File: src/rtl/id_stage_pipe.sv
// Instruction decode stage: decodes one instruction per cycle, resolves branches and jumps,
// detects load-use hazards and drives the registered ID/EX pipeline entry.
module id_stage_pipe #(
  parameter int WORD_LEN     = 16,
  parameter int REG_ADDR_LEN = 4,
  parameter int IMM_LEN      = 8,
  parameter int R0_ZERO      = 1
) (
  input  logic                    clk,
  input  logic                    rst,
  input  logic                    instr_valid,
  input  logic [WORD_LEN-1:0]     instruction,
  input  logic [WORD_LEN-1:0]     reg1,
  input  logic [WORD_LEN-1:0]     reg2,
  input  logic                    ex_stall,
  input  logic                    flush,
  output logic [REG_ADDR_LEN-1:0] src1,
  output logic [REG_ADDR_LEN-1:0] src2,
  output logic                    hazard_stall,
  output logic                    br_taken,
  output logic [WORD_LEN-1:0]     br_offset,
  output logic                    ex_valid,
  output logic [3:0]              ex_cmd,
  output logic [WORD_LEN-1:0]     ex_val1,
  output logic [WORD_LEN-1:0]     ex_val2,
  output logic [WORD_LEN-1:0]     ex_st_val,
  output logic [REG_ADDR_LEN-1:0] ex_dest,
  output logic [REG_ADDR_LEN-1:0] ex_src1,
  output logic [REG_ADDR_LEN-1:0] ex_src2_forw,
  output logic                    ex_mem_r_en,
  output logic                    ex_mem_w_en,
  output logic                    ex_wb_en
);

  localparam logic [3:0] OP_ADD  = 4'b0000;
  localparam logic [3:0] OP_SUB  = 4'b0001;
  localparam logic [3:0] OP_AND  = 4'b0010;
  localparam logic [3:0] OP_OR   = 4'b0011;
  localparam logic [3:0] OP_SLL  = 4'b0100;
  localparam logic [3:0] OP_ADDI = 4'b0101;
  localparam logic [3:0] OP_LD   = 4'b0110;
  localparam logic [3:0] OP_ST   = 4'b0111;
  localparam logic [3:0] OP_BEQ  = 4'b1000;
  localparam logic [3:0] OP_BNE  = 4'b1001;
  localparam logic [3:0] OP_JMP  = 4'b1010;

  localparam logic R0_EN = (R0_ZERO != 0);

  typedef struct packed {
    logic                    valid;
    logic [3:0]              cmd;
    logic [WORD_LEN-1:0]     val1;
    logic [WORD_LEN-1:0]     val2;
    logic [WORD_LEN-1:0]     st_val;
    logic [REG_ADDR_LEN-1:0] dest;
    logic [REG_ADDR_LEN-1:0] src1;
    logic [REG_ADDR_LEN-1:0] src2_forw;
    logic                    mem_r_en;
    logic                    mem_w_en;
    logic                    wb_en;
  } id_ex_t;

  logic [3:0]              opcode;
  logic [REG_ADDR_LEN-1:0] fld_a;
  logic [REG_ADDR_LEN-1:0] fld_b;
  logic [WORD_LEN-1:0]     imm_ext;

  logic [3:0] dec_cmd;
  logic       dec_wb_en;
  logic       dec_mem_r_en;
  logic       dec_mem_w_en;
  logic       dec_is_imm;
  logic       dec_use1;
  logic       dec_use2;
  logic       dec_src2_a;
  logic       dec_beq;
  logic       dec_bne;
  logic       dec_jmp;

  logic   dest_is_zero;
  logic   src_match;
  logic   br_cond;
  id_ex_t ex_q;
  id_ex_t ex_next;

  assign opcode  = instruction[WORD_LEN-1 -: 4];
  assign fld_a   = instruction[8 +: REG_ADDR_LEN];
  assign fld_b   = instruction[4 +: REG_ADDR_LEN];
  assign imm_ext = {{(WORD_LEN-IMM_LEN){instruction[IMM_LEN-1]}}, instruction[IMM_LEN-1:0]};

  always_comb begin
    dec_cmd      = OP_ADD;
    dec_wb_en    = 1'b0;
    dec_mem_r_en = 1'b0;
    dec_mem_w_en = 1'b0;
    dec_is_imm   = 1'b0;
    dec_use1     = 1'b0;
    dec_use2     = 1'b0;
    dec_src2_a   = 1'b0;
    dec_beq      = 1'b0;
    dec_bne      = 1'b0;
    dec_jmp      = 1'b0;
    case (opcode)
      OP_ADD, OP_SUB, OP_AND, OP_OR: begin
        dec_cmd   = opcode;
        dec_wb_en = 1'b1;
        dec_use1  = 1'b1;
        dec_use2  = 1'b1;
      end
      OP_SLL: begin
        dec_cmd    = opcode;
        dec_wb_en  = 1'b1;
        dec_is_imm = 1'b1;
        dec_use1   = 1'b1;
      end
      OP_ADDI: begin
        dec_wb_en  = 1'b1;
        dec_is_imm = 1'b1;
        dec_use1   = 1'b1;
      end
      OP_LD: begin
        dec_wb_en    = 1'b1;
        dec_mem_r_en = 1'b1;
        dec_is_imm   = 1'b1;
        dec_use1     = 1'b1;
      end
      OP_ST: begin
        dec_mem_w_en = 1'b1;
        dec_is_imm   = 1'b1;
        dec_use1     = 1'b1;
        dec_use2     = 1'b1;
        dec_src2_a   = 1'b1;
      end
      OP_BEQ: begin
        dec_use1   = 1'b1;
        dec_use2   = 1'b1;
        dec_src2_a = 1'b1;
        dec_beq    = 1'b1;
      end
      OP_BNE: begin
        dec_use1   = 1'b1;
        dec_use2   = 1'b1;
        dec_src2_a = 1'b1;
        dec_bne    = 1'b1;
      end
      OP_JMP: dec_jmp = 1'b1;
      default: ;
    endcase
  end

  assign src1      = fld_a;
  assign src2      = dec_src2_a ? fld_a : fld_b;
  assign br_offset = imm_ext;

  // A load in EX whose destination feeds an operand we read forces one bubble.
  assign dest_is_zero = R0_EN && (ex_q.dest == '0);
  assign src_match    = (dec_use1 && (src1 == ex_q.dest)) || (dec_use2 && (src2 == ex_q.dest));
  assign hazard_stall = instr_valid && ex_q.valid && ex_q.mem_r_en && !dest_is_zero && src_match;

  assign br_cond  = (dec_beq && (reg1 == reg2)) || (dec_bne && (reg1 != reg2)) || dec_jmp;
  assign br_taken = instr_valid && !hazard_stall && !ex_stall && br_cond;

  always_comb begin
    ex_next           = '0;
    ex_next.valid     = instr_valid;
    ex_next.cmd       = dec_cmd;
    ex_next.val1      = reg1;
    ex_next.val2      = dec_is_imm ? imm_ext : reg2;
    ex_next.st_val    = reg2;
    ex_next.dest      = fld_a;
    ex_next.src1      = src1;
    ex_next.src2_forw = dec_is_imm ? '0 : src2;
    ex_next.mem_r_en  = dec_mem_r_en;
    ex_next.mem_w_en  = dec_mem_w_en;
    ex_next.wb_en     = dec_wb_en;
  end

  // Priority: reset, flush, downstream stall (hold), hazard bubble, normal load.
  always_ff @(posedge clk) begin
    if (!rst) begin
      ex_q <= '0;
    end else if (flush) begin
      ex_q <= '0;
    end else if (ex_stall) begin
      ex_q <= ex_q;
    end else if (hazard_stall) begin
      ex_q <= '0;
    end else begin
      ex_q <= ex_next;
    end
  end

  assign ex_valid     = ex_q.valid;
  assign ex_cmd       = ex_q.cmd;
  assign ex_val1      = ex_q.val1;
  assign ex_val2      = ex_q.val2;
  assign ex_st_val    = ex_q.st_val;
  assign ex_dest      = ex_q.dest;
  assign ex_src1      = ex_q.src1;
  assign ex_src2_forw = ex_q.src2_forw;
  assign ex_mem_r_en  = ex_q.mem_r_en;
  assign ex_mem_w_en  = ex_q.mem_w_en;
  assign ex_wb_en     = ex_q.wb_en;

endmodule

File: config.mk
export PLATFORM = sky130hd
export DESIGN_NAME = id_stage_pipe
export DESIGN_NICKNAME = d
export VERILOG_FILES = /design/src/rtl/id_stage_pipe.sv
export SDC_FILE = /design/constraint.sdc
export NUM_CORES = 1
export LEC_CHECK = 0
export ABC_AREA = 1
export BUFFER_PORTS_ARGS = -buffer_cell sky130_fd_sc_hd__buf_4
export CORE_UTILIZATION = 43
export CTS_CLUSTER_DIAMETER = 40
export DETAILED_ROUTE_END_ITERATION = 10
export PLACE_DENSITY = 0.77
export SLEW_MARGIN = 20
export SYNTH_ARGS = -nofsm -noshare
export SYNTH_HDL_FRONTEND = slang
export SYNTH_SLANG_ARGS = --single-unit
File: constraint.sdc
create_clock -name clk -period 1.6 [get_ports clk]
set_input_delay 0.32 -clock clk [delete_from_list [all_inputs] [get_ports clk]]
set_output_delay 0.32 -clock clk [all_outputs]
set_load 0.05 [all_outputs]
==> metrics <==
unrepaired setup endpoints after global routing=yes; Flop pwr share=42.6%; Crit Path Class=in2out; Yosys reg bits=64; num rows=31; crit-path max FO=7; synth-to-layout area growth=62.15%; post-layout util=72.48%; worst-skew pair later-pin latency=340 ps; Max-slew headroom=64.76%; Primary FF master, synth=dfxtp_1; syn_area_per_cell=6.920 um^2; Seq. cell area=1284 um^2; status=complete, but fails checks; most frequent cells after synthesis=nand2_1 (170), nand3_1 (67), dfxtp_1 (64); Critical-path top delay cell=nor2_4; CTS Sinks=64; DRC=0; WP data required=1280 ps; Max H-tree Level=3; number of antenna diodes=0; Die Ht=89.06 um; final-stage net count=715; Yosys warning total=0; CTS tree=built; final setup vio count=59; switching portion of total power=33.58%; first-pass GRT wire length=15.83 mm; slowest stage delay, CP=160 ps; Pwr Total=3.939 mW; Top Usage Layer GRT=met2; CP Buf/Inv Count=3; Static Leakage=2.762 nW; Net Sw Power=1.323 mW; reg-to-reg slack, setup=-90 ps; synth top area cells=dfxtp_1 (39%), nand2_1 (20%), nand3_1 (10%); top-count cell post-synth=nand2_1; met2 GRT Util=46.92%; Seq/Total Area, Yosys=39.31%; CTS root buffer=clkbuf_8; # fillers=606; clk slew on worst S/H paths=70 ps; Synth Instances=471; fin crit period=2060 ps; Max Transition Viols Final=0; Comb power frac=28.0%; Worst-Margin Slew=526.7 ps; Cell Pwr Density=745.3 nW/um^2; IO buf count=146; worst setup margin=-460.0 ps; # IOs=147; Max Fclk=485.4 MHz; FFs w/ async S/R, synth=0%; chip width=89.06 um; met3 track demand over resource=8.310%; grt ovf=0; Core Region=7292 um^2; Clk pwr share=29.5%; Iter 0 DRT Violations=153; clock buffer count from CTS=9; hold slack=210.1 ps; Area after DPL=4938 um^2; WL/cell=14.23 um; Worst path most repeated cell=nand2_4; CP Cell Sequence=buf_12 > inv_12 > nor2_4 > nand2_4 > nand2_8 > nand2_1 > nand3_1 > nand2_1 > nor2_2 > nand3_2 > nand2_2 > nand2_4 > nand2_4 > nor2_4 > buf_6; via count=3,799; pin count of the biggest net entering global routing=44; gpl congestion=1.020; Post-synth EDFFs=0; number of global-route vias before repair=3,482; Synth top area share=39.31%; Critical Path AT=1740 ps; Final ANT Viol Nets=0; footprint of the multi-input gates=1838 um^2; crit share post-route=128.7%; first-pass iteration count of the detailed router=5; Synth area leader=dfxtp_1; Mapped Area=3259 um^2; CTS Buffer Depth=2; number of different library cells in the post-synthesis netlist=27; GRT met1 Usage=29.10%; syn nets=524; final hold vios=0; Worst setup SP type=input port; Int Pwr=2.616 mW; Clock Skew=10.72 ps; die area=7932 um^2; Hold Path Class=in2reg; initial antenna violation count=0; Initial Utilization=44.70%; DP HPWL=8.078 mm; failing checks=setup timing; Post-Route WL=10.89 mm; vias per cell=4.966; CP Capture Type=primary output; CP delay by family, top=simple AND/OR/NAND/NOR gates; share of cells above drive strength 1=46.70%; max-cap viol count=0; Total Routing Usage GR=26.45%; Design Area, Final=5285 um^2; maximum vdd drop=0.0004286 V
## final timing paths
check,start,endpoint,cells past startpoint
max,instruction[14],br_taken,15
min,reg1[8],ex_val1[8],3
max reg2reg,ex_dest[3],ex_val1[9],11
min reg2reg,ex_val2[8],ex_val2[8],2
## what timing repair did
item,4_1_cts,5_1_grt
pin swaps,14,11
endpoints found under the hold margin,0,0
endpoints found under the setup margin,55,55
hold buffers,0,0
gates cloned,2,0
setup buffers,3,4
resized for setup,22,13
## per-stage QoR
step	setup TNS, ps	std cells	setup WS, ps
6_report	-8064	765	-460.0
5_1_grt	-10900	765	-496.8
4_1_cts	-817.2	761	-335.0
3_5_place_dp	-28180	741	-515.9
3_3_place_gp	-22520	741	-412.8
2_1_floorplan	-8000	471	-444.1
## cell families after synthesis
family | share of synthesized area, %
compound gates | 3.032
xor+xnor | 3.493
flops | 39.31
buf+inv | 13.21
simple gates | 40.96
## worst reg2reg max path, stage by stage, from the launching register on
cell,delay (ps)
dfxtp_1,400
inv_1,80
nand3_1,110
nand2_1,80
nor2_2,140
nand3_2,80
nand2_2,90
nand2_4,70
buf_4,200
buf_12,180
nand3_1,100
nand2_1,60
## cell type report
| type | count | share of cell area, % |
|---|---|---|
| Clock buffer | 11 | 2.486 |
| Clock inverter | 4 | 0.4261 |
| Timing Repair Buffer | 222 | 32.98 |
| Sequential cell | 64 | 24.29 |
| Tap cell | 99 | 2.344 |
| Inverter | 33 | 2.699 |
| Multi-Input combinational cell | 332 | 34.78 |
## metal layers
| layer | vias to the layer above | wire, um |
|---|---|---|
| met5 | - | 0 |
| met4 | 0 | 319 |
| met3 | 31 | 988 |
| met2 | 192 | 5462 |
| met1 | 1727 | 4117 |
| li1 | 1849 | - |
## cell usage in the layout (no fill, tap or decap)
master,instances
nor2_2,4
inv_12,1
o21ai_0,12
clkinvlp_4,2
a211oi_1,2
xnor2_1,11
nand2_4,3
a41oi_1,1
clkbuf_1,2
nand3_4,2
buf_8,1
nor2_4,4
nand2_2,6
nand3_2,42
xor2_1,2
nand3_1,34
dfxtp_2,2
a21oi_1,3
inv_4,1
nand2_8,3
buf_6,5
nor2_1,26
inv_2,2
nor3_1,2
dfxtp_1,62
nor4_1,1
buf_4,212
or2_2,4
nand4_1,6
clkbuf_8,9
nor3_2,1
clkinv_2,3
nand2_1,163
inv_1,28
buf_12,4
## flip-flops by register name, summed over array words and instances (netlist names)
register	count
ex_st_val	16
ex_val1	16
ex_val2	16
ex_cmd	4
ex_dest	4
ex_src2_forw	4
ex_mem_r_en	1
ex_mem_w_en	1
ex_valid	1
ex_wb_en	1
## power by group through the flow
stage	clock network, mW	registers, mW	logic, mW
global placement	0	1.71	1.03
detailed placement	0	1.71	1.05
floorplan	0	1.89	0.432
global route	1.24	1.68	1.17
finish	1.16	1.68	1.10
CTS	1.18	1.68	1.07
No activity file was read; power rests on OpenSTA's default activity.
